[config.mk]
export PLATFORM = sky130hd
export DESIGN_NAME = pc_branch_unit_flat
export DESIGN_NICKNAME = d
export VERILOG_FILES = /design/src/rtl/pc_branch_unit_pkg.sv /design/src/rtl/pc_branch_unit_if.sv /design/src/rtl/pc_branch_unit_npc_calc.sv /design/src/rtl/pc_branch_unit.sv /design/src/flat_wrapper.sv
export SDC_FILE = /design/constraint.sdc
export NUM_CORES = 1
export LEC_CHECK = 0
export BUFFER_PORTS_ARGS = -buffer_cell sky130_fd_sc_hd__buf_2
export CAP_MARGIN = 40
export CORE_MARGIN = 8
export CORE_UTILIZATION = 42
export CTS_CLUSTER_SIZE = 28
export DETAILED_ROUTE_END_ITERATION = 10
export PLACE_DENSITY_LB_ADDON = 0.05
export SLEW_MARGIN = 20
export SYNTH_ARGS = -nofsm -noshare
export SYNTH_HDL_FRONTEND = slang
export SYNTH_SLANG_ARGS = --single-unit
[constraint.sdc]
create_clock -name clk -period 7.1 [get_ports clk]
set_clock_uncertainty 0.05 [all_clocks]
set_input_delay 1.42 -clock clk [delete_from_list [all_inputs] [get_ports clk]]
set_output_delay 1.42 -clock clk [all_outputs]
set_load 0.05 [all_outputs]
[src/rtl/pc_branch_unit_pkg.sv]
// Shared CPU package: next-PC select codes, fetch FSM states
// and reset defaults for the PC/branch unit.
package pc_branch_unit_pkg;

    localparam int NPC_W = 2;

    localparam logic [31:0] RESET_PC_DEF  = 32'h0000_3000;
    localparam logic [31:0] NOP_INSTR_DEF = 32'h0000_0000;

    typedef enum logic [NPC_W-1:0] {
        NPC_SEQ = 2'b00,
        NPC_BR  = 2'b01,
        NPC_J   = 2'b10,
        NPC_JR  = 2'b11
    } npc_sel_e;

    typedef enum logic [1:0] {
        ST_BOOT = 2'b00,
        ST_RUN  = 2'b01,
        ST_HOLD = 2'b10
    } state_e;

endpackage

[src/rtl/pc_branch_unit_if.sv]
// Fetch/ID bundle between the PC unit and the rest of the pipeline.
// master = PC unit side, slave = pipeline/memory side.
interface pc_branch_unit_if;
    import pc_branch_unit_pkg::*;

    logic                   stall;
    logic [31:0]            im_instr;
    logic [NPC_W-1:0]       npc_sel;
    logic                   compare_out;
    logic [31:0]            jr_target;
    logic [31:0]            pc_out;
    logic [31:0]            id_instr;
    logic [31:0]            id_pc;
    logic [31:0]            id_pc8;
    logic                   id_valid;

    modport master (
        input  stall, im_instr, npc_sel, compare_out, jr_target,
        output pc_out, id_instr, id_pc, id_pc8, id_valid
    );

    modport slave (
        output stall, im_instr, npc_sel, compare_out, jr_target,
        input  pc_out, id_instr, id_pc, id_pc8, id_valid
    );

endinterface

[src/rtl/pc_branch_unit_npc_calc.sv]
// Combinational next-PC selection for the fetch stage.
// Redirects come from the instruction currently in ID.
module npc_calc
    import pc_branch_unit_pkg::*;
(
    input  logic [31:0]      pc,
    input  logic [31:0]      id_pc,
    input  logic [31:0]      id_instr,
    input  logic [NPC_W-1:0] npc_sel,
    input  logic             compare_out,
    input  logic [31:0]      jr_target,
    input  logic             id_valid,
    output logic [31:0]      next_pc
);

    logic [31:0] seq_pc;
    logic [31:0] br_off;
    logic [31:0] br_pc;
    logic [31:0] j_pc;
    logic        take_br;
    logic        take_j;
    logic        take_jr;

    assign seq_pc = pc + 32'd4;
    assign br_off = {{14{id_instr[15]}}, id_instr[15:0], 2'b00};
    assign br_pc  = id_pc + 32'd4 + br_off;
    assign j_pc   = {id_pc[31:28], id_instr[25:0], 2'b00};

    // The reset bubble in ID must never redirect fetch.
    assign take_br = id_valid && (npc_sel == NPC_BR) && compare_out;
    assign take_j  = id_valid && (npc_sel == NPC_J);
    assign take_jr = id_valid && (npc_sel == NPC_JR);

    always_comb begin
        next_pc = seq_pc;
        unique case (1'b1)
            take_br: next_pc = br_pc;
            take_j:  next_pc = j_pc;
            take_jr: next_pc = jr_target;
            default: next_pc = seq_pc;
        endcase
    end

endmodule

[src/rtl/pc_branch_unit.sv]
// PC register, IF/ID register and fetch FSM.
// Delay slot is architectural: nothing is ever flushed.
module pc_branch_unit
    import pc_branch_unit_pkg::*;
#(
    parameter logic [31:0] RESET_PC  = RESET_PC_DEF,
    parameter logic [31:0] NOP_INSTR = NOP_INSTR_DEF
) (
    input  logic              clk,
    input  logic              reset_n,
    pc_branch_unit_if.master  bus
);

    state_e      state_q;
    state_e      state_d;
    logic        load;
    logic [31:0] pc_q;
    logic [31:0] id_instr_q;
    logic [31:0] id_pc_q;
    logic        id_valid_q;
    logic [31:0] next_pc;

    npc_calc u_npc_calc (
        .pc          (pc_q),
        .id_pc       (id_pc_q),
        .id_instr    (id_instr_q),
        .npc_sel     (bus.npc_sel),
        .compare_out (bus.compare_out),
        .jr_target   (bus.jr_target),
        .id_valid    (id_valid_q),
        .next_pc     (next_pc)
    );

    always_ff @(posedge clk or negedge reset_n) begin
        if (!reset_n) begin
            state_q <= ST_BOOT;
        end else begin
            state_q <= state_d;
        end
    end

    always_comb begin
        state_d = state_q;
        load    = 1'b0;
        unique case (state_q)
            ST_BOOT: begin
                state_d = bus.stall ? ST_BOOT : ST_RUN;
                load    = !bus.stall;
            end
            ST_RUN: begin
                state_d = bus.stall ? ST_HOLD : ST_RUN;
                load    = !bus.stall;
            end
            ST_HOLD: begin
                state_d = bus.stall ? ST_HOLD : ST_RUN;
                load    = !bus.stall;
            end
            default: begin
                state_d = ST_BOOT;
                load    = 1'b0;
            end
        endcase
    end

    // A stalled redirect is simply not loaded; it is recomputed next cycle.
    always_ff @(posedge clk or negedge reset_n) begin
        if (!reset_n) begin
            pc_q       <= RESET_PC;
            id_instr_q <= NOP_INSTR;
            id_pc_q    <= RESET_PC;
            id_valid_q <= 1'b0;
        end else if (load) begin
            pc_q       <= next_pc;
            id_instr_q <= bus.im_instr;
            id_pc_q    <= pc_q;
            id_valid_q <= 1'b1;
        end
    end

    assign bus.pc_out   = pc_q;
    assign bus.id_instr = id_instr_q;
    assign bus.id_pc    = id_pc_q;
    assign bus.id_pc8   = id_pc_q + 32'd8;
    assign bus.id_valid = id_valid_q;

endmodule

[src/flat_wrapper.sv]
// flat-port wrapper written by rule: the top's interface ports become plain ports
module pc_branch_unit_flat import pc_branch_unit_pkg::*;
#(
    parameter logic [31:0] RESET_PC  = RESET_PC_DEF,
    parameter logic [31:0] NOP_INSTR = NOP_INSTR_DEF
)
  (clk, reset_n, bus_stall, bus_im_instr, bus_npc_sel, bus_compare_out, bus_jr_target, bus_pc_out, bus_id_instr, bus_id_pc, bus_id_pc8, bus_id_valid);
  pc_branch_unit_if bus_i ();
  input  logic clk;
  input  logic reset_n;
  input wire logic [$bits(bus_i.stall)-1:0] bus_stall;
  input wire logic [$bits(bus_i.im_instr)-1:0] bus_im_instr;
  input wire logic [$bits(bus_i.npc_sel)-1:0] bus_npc_sel;
  input wire logic [$bits(bus_i.compare_out)-1:0] bus_compare_out;
  input wire logic [$bits(bus_i.jr_target)-1:0] bus_jr_target;
  output wire logic [$bits(bus_i.pc_out)-1:0] bus_pc_out;
  output wire logic [$bits(bus_i.id_instr)-1:0] bus_id_instr;
  output wire logic [$bits(bus_i.id_pc)-1:0] bus_id_pc;
  output wire logic [$bits(bus_i.id_pc8)-1:0] bus_id_pc8;
  output wire logic [$bits(bus_i.id_valid)-1:0] bus_id_valid;
  assign bus_i.stall = bus_stall;
  assign bus_i.im_instr = bus_im_instr;
  assign bus_i.npc_sel = bus_npc_sel;
  assign bus_i.compare_out = bus_compare_out;
  assign bus_i.jr_target = bus_jr_target;
  assign bus_pc_out = bus_i.pc_out;
  assign bus_id_instr = bus_i.id_instr;
  assign bus_id_pc = bus_i.id_pc;
  assign bus_id_pc8 = bus_i.id_pc8;
  assign bus_id_valid = bus_i.id_valid;
  pc_branch_unit #(.RESET_PC(RESET_PC), .NOP_INSTR(NOP_INSTR)) u_core (.clk(clk), .reset_n(reset_n), .bus(bus_i));
endmodule
=== Word level (Yosys, flattened, before mapping) ===
Cells that the tools add are included.

* Logic and storage cells: 27
* Flip-flop bits (word level): 99
* Output and inout port bits: 129
* Input port bits: 70

* Equal/unequal tests: 5
* Muxes and demuxes: 5
* Reduce and logical (&&, ||, !) cells: 8
* $add $sub $neg: 4

{| class="wikitable"
|+ Operator list
! operator !! number
|-
| case mux 32 bit (3 select lines) || 1
|-
| adder 32 x 3 -> 32 bit (second input constant) || 2
|-
| adder 32 bit || 1
|-
| adder 32 x 4 -> 32 bit (second input constant) || 1
|-
| equality test 2 bit (second input constant) || 3
|-
| equality test 2 x 1 -> 1 bit (second input constant) || 2
|-
| logical AND 1 bit || 4
|-
| case mux 2 bit (2 select lines) || 1
|-
| OR reduction 3 bit || 1
|-
| logical NOT 2 bit || 1
|-
| 2-to-1 mux 1 bit || 2
|-
| 2-to-1 mux 2 bit || 1
|-
| OR reduction 2 bit || 1
|-
| logical NOT 1 bit || 1
|}

=== Depth between registers and ports, before layout ===
* Depth in word-level cells: 4
* Gate-level depth with buffers: 13
* Mapped depth without buffers: 13

=== Modules after synthesis ===
Synthesis repeated with hierarchy kept, for this count alone.

* Cells, all modules: 787
* Area, all modules: 7772.5 µm²

{| class="wikitable"
|+ By module, submodules not included
! module !! area an instance (µm²) !! sequential area each (µm²) !! instances !! cells each
|-
| pc_branch_unit || 4250.3 || 2482.4 || 1 || 296
|-
| npc_calc || 3522.1 || 0.0 || 1 || 491
|}

=== Worst setup path after synthesis ===
Ideal clock, no wire load.

* Kind: register to output
* From: register u_core.id_pc_q[5] (netlist: u_core.bus.id_pc[5])
* To: output bus_id_pc8[26]
* Cell stages (with the launch flop): 9
* Required time: 5630 ps
* Arrival time: 2738 ps
* Slack: 2892 ps
* Cell sequence: dfrtp_1 nand3_1 nor2_1 nand2_1 nor2_1 nand4_1 nor2_1 nand2_1 xnor2_1

* Word-level cells in the longest chain between the ends: 1

{| class="wikitable"
|+ RTL lines
! what !! RTL line !! text
|-
| start, declared || pc_branch_unit.sv:19 || <nowiki>logic [31:0] id_pc_q;</nowiki>
|-
| start signal, assigned || pc_branch_unit.sv:75 || <nowiki>id_pc_q <= pc_q;</nowiki>
|-
| adder 32 x 4 -> 32 bit || pc_branch_unit.sv:83 || <nowiki>assign bus.id_pc8 = id_pc_q + 32'd8;</nowiki>
|-
| end, declared || flat_wrapper.sv:19 || <nowiki>output wire logic [$bits(bus_i.id_pc8)-1:0] bus_id_pc8;</nowiki>
|}

No other way between the ends.

=== Final worst setup path ===
* From: register u_core.id_pc_q[5] (netlist: u_core.bus.id_pc[5])
* To: output bus_id_pc8[28]

The elaborated chain is that of the path after synthesis.

==> impl_metrics.yaml <==
die:
  core_area_sq_um: 17100
  fp.dieArea_sq_um: 21800
  start_util_pct: 42.4
  io_pins: 199
  dieHeight_microns: 148
  die_w_microns: 148
  rows: 48
logic_synthesis:
  synth.net_count: 1021
  syn_inst: 889
  synth_seq_area_share_pct: 34.2
  synth_cell_types: 65
  yosys.area_share.simple_pct: 21.8
  synthAdderAreaFrac_pct: 10.8
  avgSynthCellArea_sq_um: 8.17
  synth-async-reset-ratio_pct: 100
  synth_edf_count: 0
  ys.flop_type: "dfrtp_1"
  synth-warning-count: 0
  synth-compound-area-share_pct: 21.6
  ys_ff_latch: 99
  syn_area_sq_um: 7260
  synth_top_family_by_area: "simple AND/OR/NAND/NOR gates"
  synthMuxAreaShare_pct: 0.568
  synth_xor_area_share_pct: 6.99
worst_hold_path:
  min_path_type: "reg -> reg"
  holdCritStartpoint: "u_core.bus.id_instr[26]"
  whs_endpoint: "u_core.bus.id_instr[26]"
  hold_depth: 2
status:
  status: "finished, final reports clean"
sta:
  fin_setup_tns_ns: 0
  setup_viol: 0
  fmax_mhz: 228
  fin_crit_sh_pct: 61.8
  min_period_ns: 4.39
  hold_viol: 0
  rsz0062_at_grt: "false"
  slew_headroom_pct: 39.3
  hold_ws_ns: 0.422
  worst_pin_slew_ns: 0.904
  slew_viol_final: 0
global_routing:
  grt.total_usage_pct: 21.8
  antenna_found_initial: 0
  grt_max_degree: 57
  grt_pass1_vias: 7317
  grt_pass1_wl_mm: 38.6
  overflow: 0
placed_design:
  hpwl_mm: 18.0
  port-buffer-count: 198
  post_dp_cell_area_sq_um: 8440
  place.gp.congestion: 0.893
worst_setup_path:
  cp-end-kind: "output port"
  crit_chain: "nand3_1 > nor2_1 > nand2_1 > nor2_1 > nand4_1 > nor2_1 > nand2_1 > xnor2_1 > buf_2"
  path_common_cell: "nor2_1"
  r2r_slack_ns: 3.47
  timing.rr.end: "u_core.bus.pc_out[25]"
  worst_ep_required_time_ns: 5.63
  cp-start-kind: "flop"
  path_max_fanout: 7
  r2r_start: "u_core.bus.id_instr[15]"
  critPathSlowestCell: "dfrtp_1"
  critPathKind: "reg -> out"
  slowest_delay_ns: 0.46
  worstPathArrival_ns: 2.92
  reg2regPathDepth: 10
cells_and_area:
  area_delta_synth_final_pct: 20.4
  ff_latch_area_sq_um: 2480
  fillers: 1697
  multi_input_area_sq_um: 4500
  nets: 1187
  postLayoutCellArea_sq_um: 8740
  antennaDiodeCount: 0
  drive_gt1_share_pct: 22.9
cts:
  hold_buffers: 0
  clock-root-buffer: "clkbuf_16"
  cts_max_level: 3
  clock_latency_ns: 0.36
  clock-sinks: 99
  cts_inserted_buffers: 9
  path_clk_slew_ns: 0.07
  postCtsSetupBuffers: 0
  ctsLongestPathBuffers: 2
  cts_tree: "done"
  ctsResizeCount: 0
routing:
  drtAntennaViolNets: 0
  drcViolationCount: 0
  drt_pre_antenna_iters: 5
  dr.first_iter.drc_count: 487
  drt-vias-per-instance: 5.56
  routed-via-count: 7146
  wl_mm: 24.1
  routedWlPerCell_microns: 18.8
flow_run:
  maxCapViolations: 0
power_and_ir_drop:
  ir_drop_mv: 0.294
  power_density_nw_per_um2: 549
  p_leak_nw: 4.36
synth_stat cells, types with 20 or more instances:
master | instances | area, sq um
a21oi_1 | 58 | 290
a221oi_1 | 20 | 175
clkbuf_1 | 39 | 146
dfrtp_1 | 95 | 2380
ha_1 | 61 | 763
inv_1 | 20 | 75.1
nand2_1 | 232 | 871
nand3_1 | 25 | 125
nor2_1 | 44 | 165
o21ai_0 | 41 | 205
xnor2_1 | 38 | 333
xor2_1 | 20 | 175
layout by cell type (no fill, tap or decap), types with 6 or more instances in the layout:
master	synthesis	routed
o221ai_1	6	6
clkbuf_16	0	9
a21oi_1	58	58
nand2_1	232	232
dfrtp_1	95	95
ha_1	61	61
a211oi_1	6	6
inv_1	20	20
o21a_1	6	6
nor3_1	10	10
buf_4	3	8
and2_1	7	7
a31oi_1	12	12
xor2_1	20	20
a21o_1	13	13
buf_2	4	197
o21bai_1	6	6
nor2_1	44	42
o21ai_0	41	40
a221oi_1	20	20
nand3_1	25	25
xnor2_1	38	38
o211ai_1	7	7
nand4_1	12	12
and3_1	15	15
a221o_1	6	6
metrics by stage:
step | std cells | power [W] | utilization, % | worst slack [ns]
floorplan | 889 | 0.00351 | - | 2.89
global placement | 1265 | 0.00428 | 49.0 | 3.15
detailed placement | 1268 | 0.00429 | 49.3 | 3.08
global route | 1285 | 0.00513 | 51.1 | 2.44
finish | 1285 | 0.00480 | 51.1 | 2.71
CTS | 1284 | 0.00482 | 51.1 | 2.69
critical path: cells and delay by family, from the launching register on:
| kind | cells | cell delay [ns] |
|---|---|---|
| and+or+nand+nor | 7 | 1.67 |
| DFF | 1 | 0.46 |
| buffers and inverters | 1 | 0.28 |
| xor gates and xnor gates | 1 | 0.14 |
cell type report:
type	count	area share, %
clock inverter	5	0.701
sequential	99	28.4
tap	225	3.22
multi-input combinational	716	51.5
inverter	20	0.859
clock buffer	11	2.66
timing repair buffer	209	12.7
flip-flops by register name, indices dropped and copies added, names as in the netlist:
name and count:
u_core.state_q 2, u_core.bus.id_pc 32, u_core.bus.id_valid 1, u_core.bus.pc_out 32, u_core.bus.id_instr 32
cell families (layout without fill, tap and decap cells):
group	count (synthesis)	after routing
adder cells (fa/ha/maj)	62	62
XOR/XNOR	58	58
buffers and inverters	74	245
AO/OA/AOI/OAI	225	225
flip-flops	99	99
AND/OR/NAND/NOR	367	367
multiplexers	4	4
worst max path at each step:
| stage | startpoint | end | slack, ns | cells past startpoint |
|---|---|---|---|---|
| floorplan | u_core.bus.id_pc[5] | bus_id_pc8[26] | 2.89 | 8 |
| global placement | u_core.bus.id_pc[5] | bus_id_pc8[26] | 3.15 | 9 |
| detailed placement | u_core.bus.id_pc[5] | bus_id_pc8[28] | 3.08 | 9 |
| CTS | u_core.bus.id_pc[5] | bus_id_pc8[28] | 2.69 | 9 |
| global route | u_core.bus.id_pc[5] | bus_id_pc8[28] | 2.44 | 9 |
| finish | u_core.bus.id_pc[5] | bus_id_pc8[28] | 2.71 | 9 |
routing by layer:
layer / track usage (%) / share of wire (%) / vias to the layer above
li1: - / - / 3493
met1: 27.5 / 45 / 3411
met2: 37.3 / 49 / 223
met3: 3.91 / 5.3 / 19
met4: 6.43 / 1.2 / 0
met5: 0 / 0 / -
power breakdown:
| group | switching (W) | internal, W | total, W |
|---|---|---|---|
| Combinational | 0.00220 | 0.000953 | 0.00315 |
| Clock | 0.000236 | 0.000276 | 0.000512 |
| Sequential | 0.000357 | 0.000779 | 0.00114 |
(Power assumes the default switching activity.)
